--- config.mk ---
export PLATFORM = sky130hd
export DESIGN_NAME = hazard_ctrl
export DESIGN_NICKNAME = d
export VERILOG_FILES = /design/src/rtl/pipe_pkg.sv /design/src/rtl/sb_match.sv /design/src/rtl/hazard_ctrl.sv
export SDC_FILE = /design/constraint.sdc
export NUM_CORES = 1
export LEC_CHECK = 0
export ABC_AREA = 1
export ABC_CLOCK_PERIOD_IN_PS = 2450
export BUFFER_PORTS_ARGS = -buffer_cell sky130_fd_sc_hd__buf_2
export CAP_MARGIN = 40
export CORE_MARGIN = 1.5
export CORE_UTILIZATION = 30
export CTS_CLUSTER_DIAMETER = 60
export DETAILED_ROUTE_END_ITERATION = 8
export GPL_TIMING_DRIVEN = 0
export HOLD_SLACK_MARGIN = 0.03
export SLEW_MARGIN = 25
export SYNTH_ARGS = -nofsm -noshare
export SYNTH_HDL_FRONTEND = slang
export SYNTH_SLANG_ARGS = --single-unit
--- constraint.sdc ---
create_clock -name clock -period 2.45 [get_ports clock]
set_input_delay 0.49 -clock clock [delete_from_list [all_inputs] [get_ports clock]]
set_output_delay 0.49 -clock clock [all_outputs]
set_load 0.1 [all_outputs]
--- src/rtl/pipe_pkg.sv ---
// Shared pipeline definitions: interlock action encodings, special registers
// and the NOP used when a stage register is squashed or bubbled.
package pipe_pkg;

  typedef enum logic [1:0] {
    ST_RUN   = 2'd0,
    ST_STALL = 2'd1,
    ST_FLUSH = 2'd2
  } state_t;

  localparam int unsigned REG_RA = 15;

  // All-zero word: no write-back, no memory access, no branch.
  localparam logic [31:0] NOP_INSN = 32'h0000_0000;

  // Taken branch outranks a hazard; the squashed instruction's hazard is moot.
  function automatic state_t pick_action(input logic branch_taken, input logic haz);
    if (branch_taken)
      return ST_FLUSH;
    else if (haz)
      return ST_STALL;
    else
      return ST_RUN;
  endfunction

endpackage

--- src/rtl/sb_match.sv ---
// Compares one source address against every valid scoreboard entry.
module sb_match #(
  parameter int unsigned NREG_W = 4,
  parameter int unsigned DEPTH  = 4
) (
  input  logic [DEPTH-1:0]             v,
  input  logic [DEPTH-1:0][NREG_W-1:0] dst,
  input  logic [NREG_W-1:0]            addr,
  output logic                         match
);

  always_comb begin
    match = 1'b0;
    for (int unsigned i = 0; i < DEPTH; i++) begin
      if (v[i] && (dst[i] == addr))
        match = 1'b1;
    end
  end

endmodule

--- src/rtl/hazard_ctrl.sv ---
// Pipeline interlock: RAW scoreboard, stall/bubble/flush generation and
// saturating performance counters.
module hazard_ctrl
  import pipe_pkg::*;
#(
  parameter int unsigned NREG_W = 4,
  parameter int unsigned DEPTH  = 4,
  parameter int unsigned CNT_W  = 16
) (
  input  logic              clock,
  input  logic              reset,
  input  logic              of_valid,
  input  logic [NREG_W-1:0] of_src1,
  input  logic              of_src1_used,
  input  logic [NREG_W-1:0] of_src2,
  input  logic              of_src2_used,
  input  logic [NREG_W-1:0] of_dst,
  input  logic              of_wb,
  input  logic              ex_branch_taken,
  input  logic              cnt_clr,
  output logic              stall_if,
  output logic              bubble_ex,
  output logic              flush_of,
  output logic [1:0]        state,
  output logic [CNT_W-1:0]  stall_cnt,
  output logic [CNT_W-1:0]  flush_cnt
);

  localparam logic [CNT_W-1:0] CNT_MAX = '1;

  logic [DEPTH-1:0]             sb_v;
  logic [DEPTH-1:0][NREG_W-1:0] sb_dst;
  logic                         match1;
  logic                         match2;
  logic                         haz;
  logic                         load_v;
  state_t                       action;
  state_t                       state_q;

  sb_match #(
    .NREG_W (NREG_W),
    .DEPTH  (DEPTH)
  ) u_match1 (
    .v     (sb_v),
    .dst   (sb_dst),
    .addr  (of_src1),
    .match (match1)
  );

  sb_match #(
    .NREG_W (NREG_W),
    .DEPTH  (DEPTH)
  ) u_match2 (
    .v     (sb_v),
    .dst   (sb_dst),
    .addr  (of_src2),
    .match (match2)
  );

  always_comb begin
    haz       = of_valid & ((of_src1_used & match1) | (of_src2_used & match2));
    action    = pick_action(ex_branch_taken, haz);
    flush_of  = (action == ST_FLUSH);
    stall_if  = (action == ST_STALL);
    bubble_ex = (action != ST_RUN);
    load_v    = of_valid & of_wb & ~stall_if & ~flush_of;
  end

  // Downstream stages never stall, so the scoreboard shifts unconditionally.
  always_ff @(posedge clock or negedge reset) begin
    if (!reset) begin
      sb_v   <= '0;
      sb_dst <= '0;
    end else begin
      for (int unsigned i = 1; i < DEPTH; i++) begin
        sb_v[i]   <= sb_v[i-1];
        sb_dst[i] <= sb_dst[i-1];
      end
      sb_v[0]   <= load_v;
      sb_dst[0] <= of_dst;
    end
  end

  always_ff @(posedge clock or negedge reset) begin
    if (!reset) begin
      state_q   <= ST_RUN;
      stall_cnt <= '0;
      flush_cnt <= '0;
    end else begin
      state_q <= action;
      if (cnt_clr) begin
        stall_cnt <= '0;
        flush_cnt <= '0;
      end else begin
        if ((action == ST_STALL) && (stall_cnt != CNT_MAX))
          stall_cnt <= stall_cnt + 1'b1;
        if ((action == ST_FLUSH) && (flush_cnt != CNT_MAX))
          flush_cnt <= flush_cnt + 1'b1;
      end
    end
  end

  assign state = state_q;

endmodule
### Word-level counts from Yosys, hierarchy flattened

Index checks and enable logic that the tools add are counted.

* register bits after elaboration: 54
* bits in latches: 0
* RAM bits: 0
* ROM bits: 0
* logic and storage cells: 58
* memories kept: 0

* add/sub/neg operators: 2
* $mul: 0
* div/mod/pow operators: 0
* order comparisons: 0
* equal/unequal tests: 12
* shifts and indexed selects: 0
* multiplexer cells: 14
* bitwise gates (word level): 9
* reduce and logical (&&, ||, !) cells: 13

Operators with widths (number)
* two-way mux 16 bit: 4
* adder 16 x 1 -> 16 bit, second input constant: 2
* equality test 4 bit: 8
* inequality test 16 bit, second input constant: 2
* logical AND 1 bit: 10
* two-way mux 1 bit: 9
* bitwise AND 1 bit: 6
* nonzero test 2 bit: 3
* equality test 2 x 1 -> 1 bit, second input constant: 1
* equality test 2 bit, second input constant: 1
* two-way mux 2 bit: 1
* inverter 1 bit: 2
* bitwise OR 1 bit: 1

### Longest topological paths before layout

* word-level depth: 15
* depth in mapped cells: 14
* mapped depth without buffers: 12

### By module

A second synthesis with hierarchy kept.

* cell total of the unflattened synthesis: 486
* area, all modules: 3268.1 um2

Modules (own cells, without submodules)
* hazard_ctrl: instances 1, cells each 344, area an instance 2670.1 um2, sequential area each 1351.3 um2
* sb_match: instances 2, cells each 71, area an instance 299.0 um2, sequential area each 0.0 um2

### Least setup slack after synthesis

No wires, ideal clock.

* kind: input port to output port
* start: in of_src2[2]
* end: out stall_if
* data arrival time: 2.495 ns
* data required time: 1.960 ns
* path slack: -0.535 ns
* cell stages on the path: 11
* path buffers: 1
* path through: clkbuf_2 -> inv_1 -> nand2_1 -> nand2_1 -> nor2_1 -> nand3_1 -> nand2_1 -> o21ai_0 -> nand2_1 -> nand2_1 -> nor2_1

* cells in the longest elaborated chain, start to end: 12

RTL lines
* start: declaration: line hazard_ctrl.sv:15 `input logic [NREG_W-1:0] of_src2,`
* equality test 4 bit: line sb_match.sv:15 `if (v[i] && (dst[i] == addr))`
* logical AND 1 bit: line sb_match.sv:15
* two-way mux 1 bit (3 in a row): line sb_match.sv:15
* two-way mux 1 bit (*): line sb_match.sv:15
* bitwise AND 1 bit (*): line hazard_ctrl.sv:61 `haz = of_valid & ((of_src1_used & match1) | (of_src2_used & match2));`
* bitwise OR 1 bit (*): line hazard_ctrl.sv:61
* bitwise AND 1 bit (*): line hazard_ctrl.sv:61
* two-way mux 1 bit (*): line pipe_pkg.sv:20 `else if (haz)`
* two-way mux 2 bit (*): line pipe_pkg.sv:18 `if (branch_taken)`
* equality test 2 x 1 -> 1 bit (*): line hazard_ctrl.sv:64 `stall_if = (action == ST_STALL);`
* end: declaration: line hazard_ctrl.sv:21 `output logic stall_if,`

Every way passes the cells marked *; elsewhere a longest branch is shown, timed or not.

### Worst setup path after layout

* start: reg sb_dst[3] (netlist bit)
* end: out stall_if

* cells in the longest elaborated chain, start to end: 12

RTL lines
* start: declaration: line hazard_ctrl.sv:32 `logic [DEPTH-1:0][NREG_W-1:0] sb_dst;`
* start signal: indexed assignment: line hazard_ctrl.sv:77 `sb_dst[i] <= sb_dst[i-1];`
* equality test 4 bit: line sb_match.sv:15
* logical AND 1 bit: line sb_match.sv:15
* two-way mux 1 bit (4 in a row): line sb_match.sv:15
* bitwise AND 1 bit: line hazard_ctrl.sv:61
* bitwise OR 1 bit (*): line hazard_ctrl.sv:61
* bitwise AND 1 bit (*): line hazard_ctrl.sv:61
* two-way mux 1 bit (*): line pipe_pkg.sv:20
* two-way mux 2 bit (*): line pipe_pkg.sv:18
* equality test 2 x 1 -> 1 bit (*): line hazard_ctrl.sv:64

Marked as above.

==> out/qor.yml <==
status: "finished clean"
peakVddDrop_uv: 246
cts_inserted_buffers: 5
gr-total-overflow: 0
worstPathArrival_ps: 1760
fp.dieH_um: 104
cts.clk_slew.worst_paths_ps: 110
r2r_cells: 11
vias_per_cell: 4.64
synthCells: 409
num_io_pins: 57
worstMarginPinSlew_ps: 711
mostFrequentLayoutCells: "nand2_1, nor2_1, buf_2, dfrtp_1, inv_1"
io_buffers: 55
diodes: 0
clock-sinks: 54
required_ps: 1960
drv_slew: 0
die_w_um: 104
setup-tns-final_ps: 0
drt_iter0_markers: 120
syn2layout_area_growth_pct: 19.5
grt_first_pass_wirelength_um: 13100
r2r_slack_ps: 450
tritoncts: "done"
ys_seq_elements: 54
dieArea_sq_mm: 0.0109
worst_slack_ps: 198
r2r_start: "stall_cnt[0]"
clockBufferDepth: 2
grt_pass1_vias: 2800
num_rows: 36
whs_ps: 208
ant_nets: 0
yosysWarnings: 0
cts_root_buf: "clkbuf_8"
insertion_delay_ps: 310
reg2reg_to: "stall_cnt[12]"
fin_crit_ps: 2250
fmax_mhz: 444
ctsHoldBuffers: 0
fin_nets: 494
hpwlAfterDp_um: 5730
route.detailed.drc: 0
grt_max_degree: 55
start_util_pct: 31.2
crit_path_end_kind: "output port"
ys_seq_area_share_pct: 43.9
design_area_sq_mm: 0.00367
p_leak_nw: 1.86
crit_type: "flop to output port"
relSlewSlack_pct: 52.6
synth_area_sq_mm: 0.00308
synth_nets: 431
fin_crit_sh_pct: 91.9
setup_viol: 0
maxCapViolations: 0
synth.distinct_cells: 33
skew_ps: 12.7
post_drt_wl_per_cell_um: 12.4
synth.avg_cell_area_sq_um: 7.52
htreeDepth: 2
worstHoldPathType: "input port to async pin"
coreArea_sq_mm: 0.00986
cp_max_fo: 4
grt_antenna_before_repair: 0
final_hold_viol_count: 0
final_common_cell: "nand2_1"
p_per_area_mw_per_mm2: 486
vias: 2812
gp_congestion: 0.896
drt_wl_total_um: 7510
grtUsageTotal_pct: 14.7
cp-start-kind: "flop"
drive_gt1_share_pct: 19.9
post-place-ws_ps: -106
placed_cell_area_sq_mm: 0.00353
first_pass_iters: 4
per-stage QoR:
step	power (mW)	instances	util, %
3_5_place_dp	1.27	597	35.8
5_1_grt	1.88	606	37.3
6_report	1.79	606	37.3
4_1_cts	1.80	605	36.9
3_3_place_gp	1.27	597	35.8
2_1_floorplan	1.18	409	-
cell families (layout without fill, tap and decap cells):
family,Yosys count,count (layout),share of synthesized area (%)
buffers and inverters,54,118,8.14
AND/OR/NAND/NOR,247,247,35.3
adder cells (fa/ha/maj),2,2,0.814
flip-flops,54,54,43.9
AO/OA/AOI/OAI,30,30,5.53
XOR/XNOR,22,22,6.27
flip-flops by register name, indices dropped and copies added (netlist names):
register and cells:
stall_cnt 16, state 2, flush_cnt 16, sb_dst 16, sb_v 4
synthesized netlist by cell type:
cell	instances	area, sq um
a21oi_1	8	40.0
nor2_4	1	11.3
inv_1	44	165
nand4_2	1	12.5
nor2_1	62	233
nor2_2	3	18.8
clkbuf_1	2	7.51
nand3_1	38	190
o21ai_0	16	80.1
clkbuf_2	1	5.00
clkbuf_4	1	7.51
nor4_1	2	12.5
ha_1	2	25.0
clkbuf_8	1	13.8
nand4_4	1	21.3
dlygate4sd1_1	1	8.76
nand4_1	4	25.0
nand2_1	119	447
nand3_2	1	10.0
clkdlybuf4s25_2	1	10.0
xor2_1	11	96.3
nand2_4	2	22.5
nor3_4	1	16.3
a211oi_2	1	12.5
o21a_1	1	7.51
nor3_1	7	35.0
xnor2_1	11	96.3
dlygate4sd3_1	1	10.0
a211oi_1	1	7.51
nand2_2	5	31.3
buf_6	2	22.5
o31ai_1	3	22.5
dfrtp_1	54	1350
area by class of cell:
type | instances | area (sq um)
clock inverter | 3 | 25.0
sequential | 54 | 1360
tap | 133 | 166
clock buffer | 5 | 68.8
fill | 1033 | 6190
multi-input combinational | 301 | 1490
inverter | 44 | 165
timing repair buffer | 56 | 315
buffer | 10 | 85.1
critical path, stage by stage, from the launching register on:
cell and delay (ps):
dfrtp_1 410, inv_1 70, nand2_1 70, nand2_1 50
nor2_1 90, nand3_1 70, nand2_1 90, o21ai_1 80
nand2_2 120, nand2_4 70, nor2_4 140, buf_12 180
layer usage:
| metal | vias up | GRT usage (%) | wire length (um) | part of all wire, % |
|---|---|---|---|---|
| met3 | 2 | 3.26 | 369 | 4.9 |
| met1 | 1334 | 19.0 | 3500 | 47 |
| met5 | - | 0 | 0 | 0 |
| met2 | 66 | 25.4 | 3610 | 48 |
| li1 | 1410 | - | - | - |
| met4 | 0 | 2.78 | 31 | 0.41 |
worst max path at each step:
stage | endpoint | startpoint | slack, ps
CTS | bubble_ex | sb_dst[1] | 30
finish | stall_if | sb_dst[3] | 200
floorplan | bubble_ex | of_src2[2] | 30
global route | stall_if | sb_dst[0] | -2
detailed placement | stall_if | of_src1[0] | -110
global placement | bubble_ex | of_src1[0] | -70
where the power goes:
part | switching, mW | internal, mW | leakage, nW
clock | 0.316 | 0.207 | 0.0447
sequential | 0.0322 | 0.920 | 0.705
combinational | 0.231 | 0.0792 | 1.11
what timing repair did:
item | 4_1_cts | 5_1_grt
gates resized for setup | 4 | 14
pin swaps | 0 | 6
setup endpoints to repair | 2 | 2
setup buffers | 0 | 1
gates cloned | 0 | 0
(Power assumes the default switching activity.)
